### config.mk
export PLATFORM = sky130hd
export DESIGN_NAME = multdiv_stage_flat
export DESIGN_NICKNAME = d
export VERILOG_FILES = /design/src/rtl/multdiv_pkg.sv /design/src/rtl/multdiv_stage_if.sv /design/src/rtl/multdiv_stage_booth_mult_core.sv /design/src/rtl/multdiv_stage.sv /design/src/flat_wrapper.sv
export SDC_FILE = /design/constraint.sdc
export NUM_CORES = 1
export LEC_CHECK = 0
export BUFFER_PORTS_ARGS = -buffer_cell sky130_fd_sc_hd__buf_2
export CAP_MARGIN = 10
export CORE_ASPECT_RATIO = 1.2
export CORE_MARGIN = 8
export CORE_UTILIZATION = 38
export CTS_BUF_LIST = sky130_fd_sc_hd__clkbuf_8
export DETAILED_ROUTE_END_ITERATION = 16
export SLEW_MARGIN = 20
export SYNTH_ARGS = -nofsm -noshare
export SYNTH_HDL_FRONTEND = slang
export SYNTH_HIERARCHICAL = 1
export SYNTH_SLANG_ARGS = --single-unit
### constraint.sdc
create_clock -name clock -period 11.85 [get_ports clock]
set_clock_uncertainty 0.15 [all_clocks]
set_input_delay 0.5925 -clock clock [delete_from_list [all_inputs] [get_ports clock]]
set_output_delay 0.5925 -clock clock [all_outputs]
set_load 0.02 [all_outputs]
### src/rtl/multdiv_pkg.sv
// Shared types and constants for the iterative multiply/divide stage.
// MULTDIV_RADIX4_EN selects the radix-4 multiply schedule (16 iterations instead of 32).
package multdiv_pkg;

   typedef enum logic [1:0] {
      IDLE = 2'd0,
      MULT = 2'd1,
      DIV  = 2'd2,
      DONE = 2'd3
   } state_t;

`ifdef MULTDIV_RADIX4_EN
   localparam int ITER_MULT = 16;
`else
   localparam int ITER_MULT = 32;
`endif
   localparam int ITER_DIV = 32;
   localparam int CNT_BITS = 6;
   localparam logic [31:0] INT_MIN = 32'h8000_0000;

endpackage

### src/rtl/multdiv_stage_if.sv
// Start/operand/result bundle between the execute stage and the multiply/divide unit.
interface multdiv_stage_if #(
   parameter int WIDTH    = 32,
   parameter int REG_BITS = 5
);
   logic                ctrl_MULT;
   logic                ctrl_DIV;
   logic                flush;
   logic [WIDTH-1:0]    data_operandA;
   logic [WIDTH-1:0]    data_operandB;
   logic [REG_BITS-1:0] dest_in;
   logic [WIDTH-1:0]    data_result;
   logic                data_exception;
   logic                data_resultRDY;
   logic [REG_BITS-1:0] dest_out;
   logic                busy;

   modport master (
      output ctrl_MULT, ctrl_DIV, flush, data_operandA, data_operandB, dest_in,
      input  data_result, data_exception, data_resultRDY, dest_out, busy
   );

   modport slave (
      input  ctrl_MULT, ctrl_DIV, flush, data_operandA, data_operandB, dest_in,
      output data_result, data_exception, data_resultRDY, dest_out, busy
   );
endinterface

### src/rtl/multdiv_stage_booth_mult_core.sv
// Booth multiplier iteration datapath; exposes the post-step product so the caller can capture it on the last edge.
// MULTDIV_RADIX4_EN selects radix-4 (2 bits per step), otherwise radix-2 (1 bit per step).
module booth_mult_core #(
   parameter int WIDTH = 32
) (
   input  logic             clock,
   input  logic             load,
   input  logic             step,
   input  logic [WIDTH-1:0] multiplicand,
   input  logic [WIDTH-1:0] multiplier,
   output logic [WIDTH-1:0] product_lo_next,
   output logic             overflow_next
);
   // Two guard bits keep +/-2M exact even for the most negative multiplicand.
   localparam int AW = WIDTH + 2;

   logic signed [AW-1:0] acc_reg;
   logic signed [AW-1:0] m_reg;
   logic [WIDTH-1:0]     q_reg;
   logic                 q_m1_reg;

   logic signed [AW-1:0] acc_sum;
   logic signed [AW-1:0] acc_next;
   logic [WIDTH-1:0]     q_next;
   logic                 q_m1_next;

   always_comb begin
      acc_sum = acc_reg;
`ifdef MULTDIV_RADIX4_EN
      case ({q_reg[1:0], q_m1_reg})
         3'b001, 3'b010: acc_sum = acc_reg + m_reg;
         3'b011:         acc_sum = acc_reg + (m_reg <<< 1);
         3'b100:         acc_sum = acc_reg - (m_reg <<< 1);
         3'b101, 3'b110: acc_sum = acc_reg - m_reg;
         default:        acc_sum = acc_reg;
      endcase
      {acc_next, q_next, q_m1_next} = $signed({acc_sum, q_reg, q_m1_reg}) >>> 2;
`else
      case ({q_reg[0], q_m1_reg})
         2'b01:   acc_sum = acc_reg + m_reg;
         2'b10:   acc_sum = acc_reg - m_reg;
         default: acc_sum = acc_reg;
      endcase
      {acc_next, q_next, q_m1_next} = $signed({acc_sum, q_reg, q_m1_reg}) >>> 1;
`endif
   end

   assign product_lo_next = q_next;
   // Product fits in WIDTH signed bits only if the whole high part mirrors the low word's sign.
   assign overflow_next   = (acc_next != {AW{q_next[WIDTH-1]}});

   always_ff @(posedge clock) begin
      if (load) begin
         acc_reg  <= '0;
         m_reg    <= {{2{multiplicand[WIDTH-1]}}, multiplicand};
         q_reg    <= multiplier;
         q_m1_reg <= 1'b0;
      end else if (step) begin
         acc_reg  <= acc_next;
         q_reg    <= q_next;
         q_m1_reg <= q_m1_next;
      end
   end
endmodule

### src/rtl/multdiv_stage.sv
// Iterative signed multiply/divide unit for the execute stage: Booth multiply, non-restoring divide.
// MULTDIV_RADIX4_EN shortens the multiply to 16 iterations; divide latency is unaffected.
module multdiv_stage
   import multdiv_pkg::*;
#(
   parameter int WIDTH    = 32,
   parameter int REG_BITS = 5
) (
   input logic            clock,
   input logic            reset,
   multdiv_stage_if.slave bus
);
   state_t                state_reg;
   logic [CNT_BITS-1:0]   cnt_reg;
   logic [REG_BITS-1:0]   dest_pend_reg;
   logic [REG_BITS-1:0]   dest_out_reg;
   logic [WIDTH-1:0]      result_reg;
   logic                  exc_reg;
   logic                  rdy_reg;

   logic signed [WIDTH+1:0] rem_reg;
   logic [WIDTH-1:0]        quo_reg;
   logic [WIDTH-1:0]        dvs_reg;
   logic                    neg_reg;
   logic                    div_zero_reg;
   logic                    div_ovf_reg;

   logic signed [WIDTH+1:0] rem_shift;
   logic signed [WIDTH+1:0] rem_next;
   logic [WIDTH-1:0]        quo_next;
   logic [WIDTH-1:0]        div_result;
   logic [WIDTH-1:0]        mult_lo;
   logic                    mult_ovf;
   logic                    mult_load;
   logic                    cnt_last_mult;
   logic                    cnt_last_div;
   logic [CNT_BITS-1:0]     cnt_sat;

   function automatic logic [WIDTH-1:0] mag(input logic [WIDTH-1:0] v);
      return v[WIDTH-1] ? (~v + 1'b1) : v;
   endfunction

   assign mult_load = (state_reg == IDLE) && bus.ctrl_MULT;

   booth_mult_core #(.WIDTH(WIDTH)) u_booth (
      .clock           (clock),
      .load            (mult_load),
      .step            (state_reg == MULT),
      .multiplicand    (bus.data_operandA),
      .multiplier      (bus.data_operandB),
      .product_lo_next (mult_lo),
      .overflow_next   (mult_ovf)
   );

   // Non-restoring step: the partial remainder sign picks add/subtract; the quotient needs no correction.
   always_comb begin
      rem_shift  = {rem_reg[WIDTH:0], quo_reg[WIDTH-1]};
      rem_next   = rem_reg[WIDTH+1] ? (rem_shift + {2'b00, dvs_reg})
                                    : (rem_shift - {2'b00, dvs_reg});
      quo_next   = {quo_reg[WIDTH-2:0], ~rem_next[WIDTH+1]};
      div_result = neg_reg ? (~quo_next + 1'b1) : quo_next;
   end

   assign cnt_last_mult = (cnt_reg == CNT_BITS'(ITER_MULT - 1));
   assign cnt_last_div  = (cnt_reg == CNT_BITS'(ITER_DIV - 1));
   assign cnt_sat       = (cnt_reg == '1) ? cnt_reg : cnt_reg + 1'b1;

   always_ff @(posedge clock) begin
      if (!reset) begin
         state_reg     <= IDLE;
         cnt_reg       <= '0;
         dest_pend_reg <= '0;
         dest_out_reg  <= '0;
         result_reg    <= '0;
         exc_reg       <= 1'b0;
         rdy_reg       <= 1'b0;
         rem_reg       <= '0;
         quo_reg       <= '0;
         dvs_reg       <= '0;
         neg_reg       <= 1'b0;
         div_zero_reg  <= 1'b0;
         div_ovf_reg   <= 1'b0;
      end else begin
         case (state_reg)
            IDLE: begin
               cnt_reg <= '0;
               if (bus.ctrl_MULT) begin
                  state_reg     <= MULT;
                  dest_pend_reg <= bus.dest_in;
               end else if (bus.ctrl_DIV) begin
                  state_reg     <= DIV;
                  dest_pend_reg <= bus.dest_in;
                  rem_reg       <= '0;
                  quo_reg       <= mag(bus.data_operandA);
                  dvs_reg       <= mag(bus.data_operandB);
                  neg_reg       <= bus.data_operandA[WIDTH-1] ^ bus.data_operandB[WIDTH-1];
                  div_zero_reg  <= (bus.data_operandB == '0);
                  div_ovf_reg   <= (bus.data_operandA == INT_MIN) && (bus.data_operandB == '1);
               end
            end
            MULT: begin
               if (bus.flush) begin
                  state_reg <= IDLE;
               end else begin
                  cnt_reg <= cnt_sat;
                  if (cnt_last_mult) begin
                     state_reg    <= DONE;
                     result_reg   <= mult_lo;
                     exc_reg      <= mult_ovf;
                     rdy_reg      <= 1'b1;
                     dest_out_reg <= dest_pend_reg;
                  end
               end
            end
            DIV: begin
               if (bus.flush) begin
                  state_reg <= IDLE;
               end else if (div_zero_reg) begin
                  state_reg    <= DONE;
                  result_reg   <= '0;
                  exc_reg      <= 1'b1;
                  rdy_reg      <= 1'b1;
                  dest_out_reg <= dest_pend_reg;
               end else begin
                  rem_reg <= rem_next;
                  quo_reg <= quo_next;
                  cnt_reg <= cnt_sat;
                  if (cnt_last_div) begin
                     state_reg    <= DONE;
                     result_reg   <= div_result;
                     exc_reg      <= div_ovf_reg;
                     rdy_reg      <= 1'b1;
                     dest_out_reg <= dest_pend_reg;
                  end
               end
            end
            DONE: begin
               state_reg <= IDLE;
               rdy_reg   <= 1'b0;
               exc_reg   <= 1'b0;
            end
            default: state_reg <= IDLE;
         endcase
      end
   end

   assign bus.data_result    = result_reg;
   assign bus.data_exception = exc_reg;
   assign bus.data_resultRDY = rdy_reg;
   assign bus.dest_out       = dest_out_reg;
   assign bus.busy           = (state_reg != IDLE);
endmodule

### src/flat_wrapper.sv
// flat-port wrapper written by rule: the top's interface ports become plain ports
module multdiv_stage_flat import multdiv_pkg::*;
#(
   parameter int WIDTH    = 32,
   parameter int REG_BITS = 5
)
  (clock, reset, bus_ctrl_MULT, bus_ctrl_DIV, bus_flush, bus_data_operandA, bus_data_operandB, bus_dest_in, bus_data_result, bus_data_exception, bus_data_resultRDY, bus_dest_out, bus_busy);
  multdiv_stage_if #(.WIDTH(WIDTH), .REG_BITS(REG_BITS)) bus_i ();
  input logic clock;
  input logic reset;
  input wire logic [$bits(bus_i.ctrl_MULT)-1:0] bus_ctrl_MULT;
  input wire logic [$bits(bus_i.ctrl_DIV)-1:0] bus_ctrl_DIV;
  input wire logic [$bits(bus_i.flush)-1:0] bus_flush;
  input wire logic [$bits(bus_i.data_operandA)-1:0] bus_data_operandA;
  input wire logic [$bits(bus_i.data_operandB)-1:0] bus_data_operandB;
  input wire logic [$bits(bus_i.dest_in)-1:0] bus_dest_in;
  output wire logic [$bits(bus_i.data_result)-1:0] bus_data_result;
  output wire logic [$bits(bus_i.data_exception)-1:0] bus_data_exception;
  output wire logic [$bits(bus_i.data_resultRDY)-1:0] bus_data_resultRDY;
  output wire logic [$bits(bus_i.dest_out)-1:0] bus_dest_out;
  output wire logic [$bits(bus_i.busy)-1:0] bus_busy;
  assign bus_i.ctrl_MULT = bus_ctrl_MULT;
  assign bus_i.ctrl_DIV = bus_ctrl_DIV;
  assign bus_i.flush = bus_flush;
  assign bus_i.data_operandA = bus_data_operandA;
  assign bus_i.data_operandB = bus_data_operandB;
  assign bus_i.dest_in = bus_dest_in;
  assign bus_data_result = bus_i.data_result;
  assign bus_data_exception = bus_i.data_exception;
  assign bus_data_resultRDY = bus_i.data_resultRDY;
  assign bus_dest_out = bus_i.dest_out;
  assign bus_busy = bus_i.busy;
  multdiv_stage #(.WIDTH(WIDTH), .REG_BITS(REG_BITS)) u_core (.clock(clock), .reset(reset), .bus(bus_i));
endmodule
==> flow_summary.json <==
{
  "hold_path_depth": 3,
  "gp_congestion": 0.9509,
  "root_buffer": "clkbuf_8",
  "antenna_found_initial": 2,
  "criticalPathCategory": "reg2reg",
  "syn_inst": 2275,
  "synth-simple-area-share_pct": 21.82,
  "min_to": "u_core/dest_pend_reg[1]",
  "grt_max_degree": 67,
  "design_area_um2": 20020,
  "path_cells": "nor4_1 -> and2_1 -> nand3_1 -> nor3_1 -> a21oi_1 -> xor2_1 -> ha_1 -> nand2_1 -> nor4_1 -> inv_1 -> a2111oi_2 -> nor3_1 -> xnor2_1 -> inv_1 -> ha_1 -> nand2_1 -> nor2b_1 -> nand4_1 -> o31ai_1 -> xnor2_1 -> a221oi_1 -> nor2_1",
  "ys.flop_type": "dfxtp_1",
  "drv_cap": 0,
  "period_minus_slack_ps": 6697,
  "hold_path_class": "in2reg",
  "cts_made_buffers": 46,
  "grt_usage_pct": 20.48,
  "yosys-mux-area-fraction_pct": 4.505,
  "r2r-end": "u_core/bus.data_result[28]",
  "io-pin-count": 114,
  "slew_violations": 0,
  "synth-seq-area-share_pct": 31.00,
  "coreArea_um2": 47790,
  "drt-total-wl_um": 59200,
  "worstSetupStartpointType": "register",
  "pre_cts_ws_ps": 5190,
  "area_growth_syn_to_layout_pct": 9.537,
  "crit_arrival_ps": 7060,
  "outcome": "complete, no violations",
  "synth_fa_ha_area_share_pct": 5.628,
  "final_cell_mix": "nor2_1 (242), nand2_1 (231), dfxtp_1 (187)",
  "place_hpwl_um": 44480,
  "setup_viol": 0,
  "p_per_area_nw_per_um2": 194.7,
  "required_ps": 12210,
  "htreeDepth": 2,
  "synth-xor-area-share_pct": 8.914,
  "clkSlewWorstSetupHoldPaths_ps": 60,
  "netlist_area_um2": 18280,
  "fin_hold_ws_ps": 46.86,
  "die_w_um": 216.2,
  "synth_edf_count": 64,
  "wl_per_cell_um": 19.99,
  "first_global_vias": 16383,
  "relSlewSlack_pct": 22.88,
  "ant_nets": 0,
  "clock_latency_ps": 630,
  "hp-start": "bus_dest_in[1]",
  "grt_overflow": 0,
  "drive_above_1_share_pct": 12.36,
  "cts_tree": "yes",
  "drt_iter0_markers": 1246,
  "cts_buffer_depth": 3,
  "p_leak_nw": 7.896,
  "synth_compound_area_share_pct": 22.68,
  "syn_nets": 2430,
  "cts_num_sinks": 251,
  "final_common_cell": "nor2_1",
  "io_buffers": 113,
  "nets": 2450,
  "max-vdd-ir-drop_v": 0.00009352,
  "fin_tns_setup_ps": 0,
  "cpPeakStageDelay_ps": 760,
  "fmaxAchievable_mhz": 149.3,
  "utilization_pct": 41.89,
  "drc": 0,
  "crit_path_top_delay_cell": "a2111oi_2",
  "synth_async_sr_flop_share_pct": 0,
  "fin_crit_sh_pct": 56.52,
  "path_max_fanout": 7,
  "drt_pre_antenna_iters": 7,
  "dpl_cell_area_um2": 19030,
  "initial_core_util_pct": 38.24,
  "finalPower_mw": 3.897,
  "ys_seq_elements": 251,
  "dp.cells": 2875,
  "synth_top_family_by_area": "compound AO/OA/AOI/OAI gates",
  "fin_cells": 2962,
  "fill_cells": 4918,
  "max_slew.worst_pin.slew_ps": 1141,
  "r2r_slack_ps": 5150,
  "cts_setup_buffers": 0,
  "largest_reg_flops": 34,
  "ctsHoldBuffers": 2,
  "grt_setup_unrepaired": "no",
  "placementRows": 88,
  "finalHoldViolations": 0,
  "dieArea_um2": 55390,
  "crit-reg2reg-launch": "u_core/dvs_reg[2]",
  "r2r_cells": 22,
  "yosysWarnings": 6,
  "vias_per_cell": 5.800,
  "die-height_um": 256.2,
  "ys_types": 100,
  "grt_pass1_wl_um": 92120,
  "cts_resized": 0,
  "syn_avg_cell_area_um2": 8.033,
  "vias": 17180,
  "fin_ws_ps": 5153,
  "critPathCaptureType": "register"
}
## cell type report
type	count	area, µm²	area share [%]
antenna	1	2.502	0.01250
clock buffer	53	729.5	3.644
clock inverter	31	231.5	1.156
inverter	64	242.7	1.213
multi-input combinational	1800	11640	58.17
sequential	251	5665	28.30
tap	630	788.3	3.938
timing repair buffer	132	713.2	3.563
## cell usage after synthesis, types with 9 or more instances
library cell / count / share of area [%]
a211oi_1: 65 / 2.7
a21o_1: 31 / 1.3
a21oi_1: 177 / 4.8
a221oi_1: 15 / 0.72
a22oi_1: 16 / 0.66
a31oi_1: 22 / 0.75
and2_1: 10 / 0.34
and3_1: 20 / 0.68
buf_4: 33 / 1.4
clkbuf_1: 112 / 2.3
dfxtp_1: 187 / 20
edfxtp_1: 64 / 11
ha_1: 79 / 5.4
inv_1: 61 / 1.3
mux2_2: 40 / 2.5
mux2i_1: 35 / 1.9
nand2_1: 231 / 4.7
nand2b_1: 21 / 0.72
nand3_1: 51 / 1.4
nand4_1: 29 / 0.99
nor2_1: 244 / 5.0
nor2b_1: 19 / 0.65
nor3_1: 72 / 2.0
nor4_1: 30 / 1.0
o211ai_1: 28 / 1.2
o21a_1: 9 / 0.37
o21ai_0: 139 / 3.8
o31ai_1: 26 / 1.1
o41ai_1: 12 / 0.58
or2_2: 11 / 0.38
or3_1: 19 / 0.65
or4_1: 23 / 0.94
xnor2_1: 75 / 3.6
xor2_1: 111 / 5.3
## power breakdown
group	switching, mW	total, mW	internal [mW]
clock	0.401	0.878	0.477
combinational	1.17	1.86	0.689
sequential	0.144	1.16	1.02
## worst max path at each step
stage | startpoint | endpoint | slack, ps | depth (start not counted)
after floorplan | u_core/dvs_reg[9] | u_core/bus.data_result[28] | 6340 | 23
after global placement | u_core/dvs_reg[2] | u_core/bus.data_result[28] | 5230 | 22
after detailed placement | u_core/dvs_reg[2] | u_core/bus.data_result[28] | 5190 | 22
after CTS | u_core/dvs_reg[2] | u_core/bus.data_result[28] | 5140 | 22
after global routing | u_core/dvs_reg[2] | u_core/bus.data_result[18] | 4470 | 22
final | u_core/dvs_reg[2] | u_core/bus.data_result[28] | 5150 | 22
## per-layer routing
metal | up-vias | global-route usage, % | part of all wire, %
li1 | 8347 | - | -
met3 | 108 | 3.121 | 5.5
met2 | 503 | 36.11 | 50
met1 | 8220 | 24.69 | 41
met4 | 2 | 7.898 | 3.4
met5 | - | 0 | 0.020
## cells by family after synthesis
logic type      after synthesis
compound gates              634
buf+inv                     224
mux                          76
simple gates                823
flops                       251
xor+xnor                    186
fa+ha+maj                    81
## worst max-delay path, delay by kind of cell, from the launching register on
| kind | cells | cell delay [ps] |
|---|---|---|
| and+or+nand+nor | 11 | 3260 |
| DFF | 1 | 360 |
| adders and majority gates | 2 | 600 |
| xor gates and xnor gates | 3 | 480 |
| buffers and inverters | 2 | 220 |
| AOI/OAI and AO/OA | 4 | 1530 |
(Power assumes the default switching activity.)
